### config.mk
export PLATFORM = sky130hd
export DESIGN_NAME = hood_mode_timer
export DESIGN_NICKNAME = d
export VERILOG_FILES = /design/src/rtl/hood_mode_timer.sv
export SDC_FILE = /design/constraint.sdc
export NUM_CORES = 1
export LEC_CHECK = 0
export ABC_AREA = 1
export ABC_CLOCK_PERIOD_IN_PS = 4250
export BUFFER_PORTS_ARGS = -buffer_cell sky130_fd_sc_hd__buf_2
export CAP_MARGIN = 20
export CORE_MARGIN = 2
export CORE_UTILIZATION = 48
export CTS_BUF_LIST = sky130_fd_sc_hd__clkbuf_8
export DETAILED_ROUTE_END_ITERATION = 10
export GPL_ROUTABILITY_DRIVEN = 0
export MAX_ROUTING_LAYER = met4
export PLACE_DENSITY = 0.65
export SLEW_MARGIN = 20
export SYNTH_ARGS = -nofsm -noshare
export SYNTH_HDL_FRONTEND = slang
export SYNTH_SLANG_ARGS = --single-unit
### constraint.sdc
create_clock -name clk -period 4.25 [get_ports clk]
set_input_delay 0.6375 -clock clk [delete_from_list [all_inputs] [get_ports clk]]
set_output_delay 0.6375 -clock clk [all_outputs]
set_load 0.1 [all_outputs]
### src/rtl/hood_mode_timer.sv
// rtl/hood_mode_timer.sv - hurricane/self-clean countdown with BCD time digits and expiry mode requests
// Optional blink output guarded by HOOD_TIMER_WARN_EN.
module hood_mode_timer #(
  parameter int CLK_HZ        = 100000000,
  parameter int HURRICANE_SEC = 60,
  parameter int CLEAN_SEC     = 180
) (
  input  logic       clk,
  input  logic       rst,
  input  logic       machine_on,
  input  logic [2:0] mode_state,
  output logic [7:0] remain_sec,
  output logic [3:0] min_bcd,
  output logic [3:0] sec_tens_bcd,
  output logic [3:0] sec_ones_bcd,
  output logic       timer_active,
  output logic       timeout_req,
  output logic [2:0] timeout_mode,
  output logic       hurricane_used,
`ifdef HOOD_TIMER_WARN_EN
  output logic       warn,
`endif
  output logic       hurricane_denied
);

  localparam int PW = (CLK_HZ > 1) ? $clog2(CLK_HZ) : 1;
  localparam logic [PW-1:0] PRESC_MAX = PW'(CLK_HZ - 1);
  localparam logic [7:0] HURR_LEN  = 8'(HURRICANE_SEC);
  localparam logic [7:0] CLEAN_LEN = 8'(CLEAN_SEC);

  localparam logic [2:0] MODE_STBY  = 3'b000;
  localparam logic [2:0] MODE_L2    = 3'b010;
  localparam logic [2:0] MODE_HURR  = 3'b011;
  localparam logic [2:0] MODE_CLEAN = 3'b100;

  typedef enum logic [1:0] {IDLE, RUN_HURR, RUN_CLEAN, EXPIRE} state_t;

  state_t        state_q, state_n;
  logic [PW-1:0] presc_q, presc_n;
  logic [2:0]    prev_mode;
  logic [7:0]    remain_n;
  logic          used_n;
  logic          denied_n;
  logic [2:0]    tmode_n;
  logic          tick;
  logic          mode_changed;
  logic [2:0]    run_mode;

`ifdef HOOD_TIMER_WARN_EN
  // Blink phase is tied to parity of remain_sec so it reads 1 at 10, 0 at 9, ...
  localparam logic HURR_WARN0  = (HURRICANE_SEC <= 10) && (HURRICANE_SEC % 2 == 0);
  localparam logic CLEAN_WARN0 = (CLEAN_SEC <= 10) && (CLEAN_SEC % 2 == 0);
  logic warn_n;
`endif

  always_ff @(posedge clk) begin
    if (!rst) begin
      state_q          <= IDLE;
      presc_q          <= '0;
      prev_mode        <= MODE_STBY;
      remain_sec       <= 8'd0;
      hurricane_used   <= 1'b0;
      hurricane_denied <= 1'b0;
      timeout_mode     <= MODE_STBY;
`ifdef HOOD_TIMER_WARN_EN
      warn             <= 1'b0;
`endif
    end else begin
      state_q          <= state_n;
      presc_q          <= presc_n;
      prev_mode        <= mode_state;
      remain_sec       <= remain_n;
      hurricane_used   <= used_n;
      hurricane_denied <= denied_n;
      timeout_mode     <= tmode_n;
`ifdef HOOD_TIMER_WARN_EN
      warn             <= warn_n;
`endif
    end
  end

  always_comb begin
    state_n      = state_q;
    presc_n      = presc_q;
    remain_n     = remain_sec;
    used_n       = hurricane_used;
    denied_n     = 1'b0;
    tmode_n      = timeout_mode;
`ifdef HOOD_TIMER_WARN_EN
    warn_n       = warn;
`endif
    tick         = (presc_q == PRESC_MAX);
    mode_changed = (mode_state != prev_mode);
    run_mode     = (state_q == RUN_HURR) ? MODE_HURR : MODE_CLEAN;

    if (!machine_on) begin
      state_n  = IDLE;
      presc_n  = '0;
      remain_n = 8'd0;
      used_n   = 1'b0;
`ifdef HOOD_TIMER_WARN_EN
      warn_n   = 1'b0;
`endif
    end else begin
      case (state_q)
        IDLE: begin
          if (mode_changed && mode_state == MODE_HURR) begin
            if (hurricane_used) begin
              denied_n = 1'b1;
            end else begin
              state_n  = RUN_HURR;
              remain_n = HURR_LEN;
              used_n   = 1'b1;
              presc_n  = '0;
`ifdef HOOD_TIMER_WARN_EN
              warn_n   = HURR_WARN0;
`endif
            end
          end else if (mode_changed && mode_state == MODE_CLEAN) begin
            state_n  = RUN_CLEAN;
            remain_n = CLEAN_LEN;
            presc_n  = '0;
`ifdef HOOD_TIMER_WARN_EN
            warn_n   = CLEAN_WARN0;
`endif
          end
        end
        RUN_HURR, RUN_CLEAN: begin
          // Leaving the run mode aborts even on the cycle of the final tick.
          if (mode_state != run_mode) begin
            state_n  = IDLE;
            presc_n  = '0;
            remain_n = 8'd0;
`ifdef HOOD_TIMER_WARN_EN
            warn_n   = 1'b0;
`endif
          end else if (tick) begin
            presc_n = '0;
            if (remain_sec == 8'd1) begin
              remain_n = 8'd0;
              state_n  = EXPIRE;
              tmode_n  = (state_q == RUN_HURR) ? MODE_L2 : MODE_STBY;
`ifdef HOOD_TIMER_WARN_EN
              warn_n   = 1'b0;
`endif
            end else begin
              remain_n = remain_sec - 8'd1;
`ifdef HOOD_TIMER_WARN_EN
              if (remain_sec == 8'd11)
                warn_n = 1'b1;
              else if (remain_sec <= 8'd10)
                warn_n = ~warn;
`endif
            end
          end else begin
            presc_n = presc_q + PW'(1);
          end
        end
        EXPIRE:  state_n = IDLE;
        default: state_n = IDLE;
      endcase
    end
  end

  assign timer_active = (state_q == RUN_HURR) || (state_q == RUN_CLEAN);
  assign timeout_req  = (state_q == EXPIRE);

  // BCD split by range compare; the ones digit uses 4-bit wraparound subtraction.
  logic [7:0] rem60;
  logic [3:0] tens_off;
  always_comb begin
    min_bcd      = 4'd0;
    rem60        = remain_sec;
    sec_tens_bcd = 4'd0;
    tens_off     = 4'd0;
    if (remain_sec >= 8'd240) begin
      min_bcd = 4'd4; rem60 = remain_sec - 8'd240;
    end else if (remain_sec >= 8'd180) begin
      min_bcd = 4'd3; rem60 = remain_sec - 8'd180;
    end else if (remain_sec >= 8'd120) begin
      min_bcd = 4'd2; rem60 = remain_sec - 8'd120;
    end else if (remain_sec >= 8'd60) begin
      min_bcd = 4'd1; rem60 = remain_sec - 8'd60;
    end
    if (rem60 >= 8'd50) begin
      sec_tens_bcd = 4'd5; tens_off = 4'd2;
    end else if (rem60 >= 8'd40) begin
      sec_tens_bcd = 4'd4; tens_off = 4'd8;
    end else if (rem60 >= 8'd30) begin
      sec_tens_bcd = 4'd3; tens_off = 4'd14;
    end else if (rem60 >= 8'd20) begin
      sec_tens_bcd = 4'd2; tens_off = 4'd4;
    end else if (rem60 >= 8'd10) begin
      sec_tens_bcd = 4'd1; tens_off = 4'd10;
    end
    sec_ones_bcd = rem60[3:0] - tens_off;
  end

endmodule
==> impl_metrics.toml, run 1 <==
[finish]
finalNetCount = 640
area_growth_pct = 18.2
final_util_pct = 59.5
antenna_cells = 0
nFillCells = 719
fin_cells = 712
drive_gt1_share_pct = 22.2

[clock_tree]
ctsHoldBuffers = 0
cts_tree = "built"
clock-sinks = 43
htree_levels = 2
cts_made_buffers = 5
root_buffer = "clkbuf_8"
insertion_delay_ns = 0.30
clkTransAtPathRegs_ns = 0.09
cts_buffer_depth = 2

[placement]
placed_cells = 690
hpwl_um = 7280
portBuffers = 28
place_ws_ns = 0.280

[yosys]
ys_ff_latch = 43
syn_inst = 577
ys_seq_area_share_pct = 23.3
synth-async-reset-ratio_pct = 0
synth_ff_type = "dfxtp_1"
yosysWarnings = 0
ys_types = 45
synth_edf_count = 0
synth_area_per_cell_um2 = 6.39
syn_area_um2 = 3690

[pwr]
power_leakage_nw = 1.89
netSwitchingFraction_pct = 43.2
p_seq_share_pct = 32.1
power.density_nw_per_um2 = 300
comb_power_share_pct = 42.5
vdd_ir_drop_max_mv = 0.160
internal_power_uw = 744
clkPwrFrac_pct = 25.4
power_mw = 1.31
switchingPower_uw = 567

[route]
drtPass1Iterations = 6
ant_nets = 0
wl_per_cell_um = 13.7
drt_iter0_markers = 286
vias = 3815
viasPerCell = 5.36
drt_wl_total_um = 9730
route.detailed.drc = 0

[sta]
clock-skew-final_ns = 0.0105
fin_crit_ns = 4.10
fin_setup_tns_ns = 0
worst_slew_pin_slew_ns = 0.978
slew_viol_final = 0
finalHoldViolCount = 0
setup_viol = 0
fin_crit_sh_pct = 96.4
setup_slack_ns = 0.152
max_freq_mhz = 244
slew_headroom_pct = 34.2

[die]
die_y_um = 91.7
rows = 31
initial_core_util_pct = 50.3
die_area_um2 = 8400
die_x_um = 91.7
ios = 33
core-area_um2 = 7330

[critical_path]
worstSetupEndpointType = "primary output"
cp_data_arrival_time_ns = 3.46
worstSetupStartpointType = "flip-flop"
setup.worst_path.class = "flip-flop to primary output"
worstPathMaxFanout = 6
worstPathRequired_ns = 3.61

[run_status]
outcome = "complete, no violations"

[global_routing]
grt_max_degree = 27
grt_pass1_wl_um = 16300
grt_usage_pct = 23.9
antenna_found_initial = 0
grt_pass1_vias = 3475
overflow = 0

[hold_path]
min_path_type = "flip-flop to flip-flop"

[flow_run]
cap_violations = 0
[cells in the mapped netlist (7+ instances only)]
cell	number	area [um^2]
a21oi_1	27	135
dfxtp_1	43	861
ha_1	21	263
inv_1	70	263
inv_2	8	30.0
nand2_1	147	552
nand2_2	7	43.8
nand3_1	34	170
nand4_1	25	156
nor2_1	61	229
nor3_1	22	110
o21ai_0	20	100
xnor2_1	9	78.8
xor2_1	18	158
[worst max-delay path: stages (launching register included)]
cell and delay [ns]:
dfxtp_4 0.38, inv_4 0.11, ha_4 0.19, nand3_1 0.16, nand3_2 0.13, nand3_1 0.11, nand2_2 0.12, nand2_2 0.09
nand2_2 0.11, nand2_2 0.07, nand3_1 0.09, nand2_2 0.08, nand2_1 0.09, nand2_2 0.08, nand2_4 0.09, nand2_8 0.05
ha_4 0.16, fa_2 0.39, xor2_2 0.18, inv_1 0.05, nand2_1 0.06, nand2_2 0.09, clkinvlp_4 0.10, buf_12 0.17
[power groups by stage]
| stage | clock network [mW] | registers, mW | logic, mW |
|---|---|---|---|
| 3_3_place_gp | 0 | 0.432 | 0.520 |
| 2_1_floorplan | 0 | 0.451 | 0.419 |
| 6_report | 0.333 | 0.421 | 0.556 |
| 4_1_cts | 0.341 | 0.423 | 0.526 |
| 5_1_grt | 0.358 | 0.422 | 0.594 |
| 3_5_place_dp | 0 | 0.433 | 0.525 |
[final timing paths]
check | cells past startpoint | start | slack [ns] | to
worst max register to register | 11 | state_q[0] | 1.14 | presc_q[13]
worst min register to register | 2 | presc_q[2] | 0.50 | presc_q[2]
worst max-delay path | 23 | remain_sec[1] | 0.15 | sec_ones_bcd[3]
worst min-delay path | 2 | presc_q[2] | 0.50 | presc_q[2]
[registers in the layout, summed over array words and instances (netlist names)]
name	count
remain_sec	8
timeout_mode	1
prev_mode	3
hurricane_denied	1
hurricane_used	1
state_q	2
presc_q	27
[kinds of logic after synthesis]
logic type                 synth area share, %
other                                    0.102
buffers and inverters                     11.6
xor gates and xnor gates                  6.41
AOI/OAI and AO/OA                         8.82
DFF                                       23.3
and+or+nand+nor                           42.0
adders and majority gates                 7.66
[through the flow]
step / hold WS [ns] / cell area (um^2)
floorplan: 0.461 / 3920
global placement: 0.484 / 4070
detailed placement: 0.488 / 4070
CTS: 0.503 / 4190
global route: 0.539 / 4360
finish: 0.502 / 4360
[what timing repair did]
action | 4_1_cts | 5_1_grt
endpoints found under the setup margin | 1 | 2
resized for setup | 1 | 16
buffers inserted | 0 | 14
pin swaps | 0 | 7
[cells in the final DEF (no fill, tap or decap), types with 16 or more instances in the layout]
| cell type | synthesis | routed |
|---|---|---|
| a21oi_1 | 27 | 25 |
| nand2_1 | 147 | 133 |
| nand3_1 | 34 | 33 |
| nand4_1 | 25 | 25 |
| dfxtp_1 | 43 | 35 |
| nor3_1 | 22 | 22 |
| nand2_2 | 7 | 16 |
| buf_2 | 5 | 26 |
| inv_1 | 70 | 64 |
| nor2_1 | 61 | 61 |
| xor2_1 | 18 | 17 |
| o21ai_0 | 20 | 19 |
[metal layers]
| layer | global-route usage [%] | vias up | wire (um) | part of all wire [%] |
|---|---|---|---|---|
| met4 | 5.68 | 0 | 178 | 1.8 |
| met1 | 30.7 | 1761 | 4390 | 45 |
| met3 | 3.53 | 24 | 521 | 5.4 |
| met5 | - | - | 0 | 0 |
| li1 | - | 1918 | - | - |
| met2 | 39.6 | 112 | 4640 | 48 |
[cell type report]
cell class / instances / area, um^2 / share of cell area (%)
clock buffer: 6 / 82.6 / 1.89
clock inverter: 2 / 35.0 / 0.803
inverter: 80 / 333 / 7.63
multi-input combinational: 439 / 2640 / 60.4
sequential: 43 / 886 / 20.3
tap: 99 / 124 / 2.84
timing repair buffer: 43 / 265 / 6.08
Power figures use the tool's default switching activity.
==> run 2, diff against run 1 <==
- CTS_BUF_LIST: sky130_fd_sc_hd__clkbuf_8 -> default
==> impl_metrics.toml, run 2 (same netlist as run 1, synthesis figures left out) <==
[die]
initial_core_util_pct = 50.3
die_area_um2 = 8400
ios = 33
die_x_um = 91.7
core-area_um2 = 7330
die_y_um = 91.7
rows = 31

[pwr]
comb_power_share_pct = 43.3
power.density_nw_per_um2 = 295
power_mw = 1.29
netSwitchingFraction_pct = 44.0
vdd_ir_drop_max_mv = 0.160
power_leakage_nw = 1.89
clkPwrFrac_pct = 24.0
switchingPower_uw = 566
p_seq_share_pct = 32.7
internal_power_uw = 720

[critical_path]
setup.worst_path.class = "flip-flop to primary output"
cp_data_arrival_time_ns = 3.45
worstPathMaxFanout = 6
worstSetupEndpointType = "primary output"
worstPathRequired_ns = 3.61
worstSetupStartpointType = "flip-flop"

[clock_tree]
htree_levels = 2
cts_made_buffers = 5
clock-sinks = 43
insertion_delay_ns = 0.30
root_buffer = "clkbuf_8"
cts_buffer_depth = 2
cts_tree = "built"
clkTransAtPathRegs_ns = 0.08

[placement]
portBuffers = 28
hpwl_um = 7280
place_ws_ns = 0.280

[route]
ant_nets = 0
drt_wl_total_um = 9710
drtPass1Iterations = 6
drt_iter0_markers = 285
viasPerCell = 5.34
route.detailed.drc = 0
wl_per_cell_um = 13.6
vias = 3804

[sta]
slew_headroom_pct = 33.2
setup_viol = 0
finalHoldViolCount = 0
slew_viol_final = 0
max_freq_mhz = 244
clock-skew-final_ns = 0.00664
setup_slack_ns = 0.158
worst_slew_pin_slew_ns = 0.992
fin_crit_ns = 4.09
fin_crit_sh_pct = 96.3

[finish]
finalNetCount = 640
final_cell_mix = "nand2_1 (133), inv_1 (64), nor2_1 (61)"
drive_gt1_share_pct = 22.2
regMostFlops = "presc_q"
final_common_cell = "nand2_1"
antenna_cells = 0
top_regs = "presc_q x27, remain_sec x8, prev_mode x3"
area_growth_pct = 18.0
nFillCells = 719
largest_reg_flops = 27

[global_routing]
grt_usage_pct = 23.9
grt_pass1_wl_um = 16300
grt_max_degree = 27
overflow = 0
antenna_found_initial = 0
grt_pass1_vias = 3475

[hold_path]
min_path_type = "flip-flop to flip-flop"

[flow_run]
cap_violations = 0

[run_status]
outcome = "complete, no violations"
[run 2: changes by cell type in the layout (fill, tap and decap cells not counted), sizes merged]
| cell | change |
|---|---|
| bufinv | -1 |
| clkbuf | +1 |
[run 2: layout make-up]
cell class              count  area, um^2  area share [%]
well taps                  99         124            2.84
clock buffers               7         108            2.47
clock inverters             1        5.00           0.115
repair buffers             43         265            6.09
flip-flops and latches     43         886            20.3
multi-input cells         439        2640            60.5
inverters                  80         333            7.64
[run 2: timing repair]
item	CTS	global route
setup endpoints to repair	1	2
pin swaps	0	7
setup buffers	0	14
gates resized for setup	1	16
hold buffers	0	0
[run 2: per-layer routing]
metal	track usage, %	vias up	wire length (um)
met2	39.6	110	4690
li1	-	1923	-
met5	-	-	0
met1	30.7	1758	4410
met4	5.68	0	100
met3	3.53	13	513
[run 2: worst max-delay path: stages (launching register included)]
cell and delay (ns):
dfxtp_4 0.38, inv_4 0.11, ha_4 0.18, nand3_1 0.16, nand3_2 0.13, nand3_1 0.11
nand2_2 0.12, nand2_2 0.09, nand2_2 0.11, nand2_2 0.08, nand3_1 0.09, nand2_2 0.08
nand2_1 0.09, nand2_2 0.08, nand2_4 0.09, nand2_8 0.05, ha_4 0.16, fa_2 0.39
xor2_2 0.18, inv_1 0.05, nand2_1 0.06, nand2_2 0.09, clkinvlp_4 0.10, buf_12 0.17
[run 2: worst paths after layout]
path	start	to	slack [ns]	cells after the start
worst max-delay path	remain_sec[1]	sec_ones_bcd[3]	0.16	23
worst min-delay path	presc_q[2]	presc_q[2]	0.50	2
worst max register to register	state_q[0]	presc_q[13]	1.14	11
worst min register to register	presc_q[2]	presc_q[2]	0.50	2
[run 2: power groups by stage]
| stage | Combinational, mW | Sequential [mW] | Clock (mW) |
|---|---|---|---|
| after global placement | 0.520 | 0.432 | 0 |
| after CTS | 0.526 | 0.423 | 0.318 |
| after floorplan | 0.419 | 0.451 | 0 |
| after global routing | 0.594 | 0.422 | 0.335 |
| final | 0.556 | 0.421 | 0.309 |
| after detailed placement | 0.525 | 0.433 | 0 |
[run 2: per-stage QoR]
stage,hold slack [ns],area [um^2],utilization (%),instances,TNS (ns)
after detailed placement,0.488,4070,55.6,690,0
after global placement,0.484,4070,55.6,690,0
after global routing,0.539,4360,59.4,712,-0.0559
after CTS,0.503,4190,57.1,698,0
final,0.501,4360,59.4,712,0
after floorplan,0.461,3920,-,580,-0.000351
==> run 3, diff against run 2 <==
- BUFFER_PORTS_ARGS: -buffer_cell sky130_fd_sc_hd__buf_2 -> -buffer_cell sky130_fd_sc_hd__buf_4
==> impl_metrics.toml, run 3 (same netlist as run 1, synthesis figures left out) <==
[die]
core-area_um2 = 7330
die_x_um = 91.7
rows = 31
die_area_um2 = 8400
initial_core_util_pct = 50.3
die_y_um = 91.7
ios = 33

[route]
drtPass1Iterations = 5
viasPerCell = 5.28
ant_nets = 0
vias = 3766
wl_per_cell_um = 13.6
drt_iter0_markers = 146
route.detailed.drc = 0
drt_wl_total_um = 9710

[pwr]
power.density_nw_per_um2 = 288
power_leakage_nw = 1.90
vdd_ir_drop_max_mv = 0.190

[sta]
clock-skew-final_ns = 0.00724
hold_slack_ns = 0.510
slew_viol_final = 0
finalHoldViolCount = 0
fin_crit_sh_pct = 96.6
worst_slew_pin_slew_ns = 0.956
slew_headroom_pct = 35.7
fin_crit_ns = 4.11
setup_viol = 0
max_freq_mhz = 244

[placement]
hpwl_um = 7220
portBuffers = 28

[hold_path]
min_to = "presc_q[0]"
hold_depth = 2
hold_start = "presc_q[0]"
min_path_type = "flip-flop to flip-flop"

[global_routing]
grt_max_degree = 27
grt_usage_pct = 23.4
grt_pass1_wl_um = 15900
overflow = 0
antenna_found_initial = 0
grt_pass1_vias = 3422

[critical_path]
worstPathRequired_ns = 3.61
crit_path_top_delay_cell = "dfxtp_4"
r2r_slack_ns = 1.10
startpoint = "remain_sec[3]"
worstSetupEndpointType = "primary output"
path_buf_inv = 4
crit_chain = "ha_2, inv_1, o21ai_0, nand2_1, nand2_1, inv_1, nor2_1, nand2_1, a21oi_4, nand2_2, nor2_4, nand2_4, nand2_4, nand2_8, ha_4, fa_2, xor2_2, nand3_1, nand2_2, clkinvlp_4, buf_12"
reg2reg_to = "presc_q[17]"
cp_data_arrival_time_ns = 3.47
cp_top_family = "simple AND/OR/NAND/NOR gates"
cpMostUsedCell = "nand2_1"
critPathMaxStageDelay_ns = 0.42
worstRegToRegCells = 11
worstPathMaxFanout = 8
r2r-start = "state_q[0]"
setup.worst_path.class = "flip-flop to primary output"
worstSetupStartpointType = "flip-flop"

[clock_tree]
insertion_delay_ns = 0.29
cts_tree = "built"
cts_buffer_depth = 2
cts_made_buffers = 5
root_buffer = "clkbuf_8"
clkTransAtPathRegs_ns = 0.08
htree_levels = 2
clock-sinks = 43

[flow_run]
cap_violations = 0

[finish]
largest_reg_flops = 27
antenna_cells = 0
final_util_pct = 60.5
area_growth_pct = 20.2
regMostFlops = "presc_q"
top_regs = "presc_q x27, remain_sec x8, prev_mode x3"
final_cell_mix = "nand2_1 (131), inv_1 (64), nor2_1 (61)"
finalNetCount = 641
final_common_cell = "nand2_1"
drive_gt1_share_pct = 22.8

[run_status]
outcome = "complete, no violations"
==> run 3: power by group <==
part	internal, mW	total [mW]	switching [mW]
registers	0.408	0.422	0.0133
clock network	0.148	0.286	0.138
logic	0.157	0.571	0.414
==> run 3: how the worst max path moves through the flow <==
stage / end / slack [ns] / cells past startpoint
final: sec_ones_bcd[3] / 0.14 / 21
after global routing: sec_ones_bcd[3] / -0.13 / 21
after CTS: sec_ones_bcd[3] / 0.01 / 22
after detailed placement: sec_ones_bcd[3] / 0.23 / 22
after global placement: sec_ones_bcd[3] / 0.28 / 22
after floorplan: sec_ones_bcd[3] / -0.0004 / 16
==> run 3: routing by layer <==
layer,part of all wire [%],up-vias,global-route usage [%],wire length (um)
met3,4.8,17,2.55,468
met2,47,114,37.9,4520
li1,-,1917,-,-
met4,2.0,0,7.83,193
met5,0,-,-,0
met1,47,1718,30.6,4530
==> run 3: layout make-up <==
class | count | area (um^2)
Fill cell | 702 | 2890
Multi-Input combinational cell | 439 | 2650
Sequential cell | 43 | 886
Timing Repair Buffer | 44 | 340
Inverter | 80 | 335
Tap cell | 99 | 124
Clock buffer | 8 | 100
==> run 3: timing repair <==
action,4_1_cts,5_1_grt
pin swaps,0,19
endpoints found under the setup margin,1,2
hold buffers,0,0
buffers inserted,0,15
resized for setup,2,23
==> run 3: tightest hold or removal path, stage by stage, from the launching register on <==
cell	delay, ns
dfxtp_1	0.35
nand2_1	0.07
a21oi_1	0.05
==> run 3: stage by stage <==
stage | std cells | cell area, um^2 | setup TNS [ns] | setup WS (ns) | power [mW]
finish | 713 | 4440 | 0 | 0.144 | 1.28
global route | 713 | 4440 | -0.126 | -0.126 | 1.34
CTS | 698 | 4240 | 0 | 0.00960 | 1.25
detailed placement | 690 | 4130 | 0 | 0.226 | 0.953
global placement | 690 | 4130 | 0 | 0.284 | 0.948
floorplan | 580 | 3920 | -0.000351 | -0.000351 | 0.871
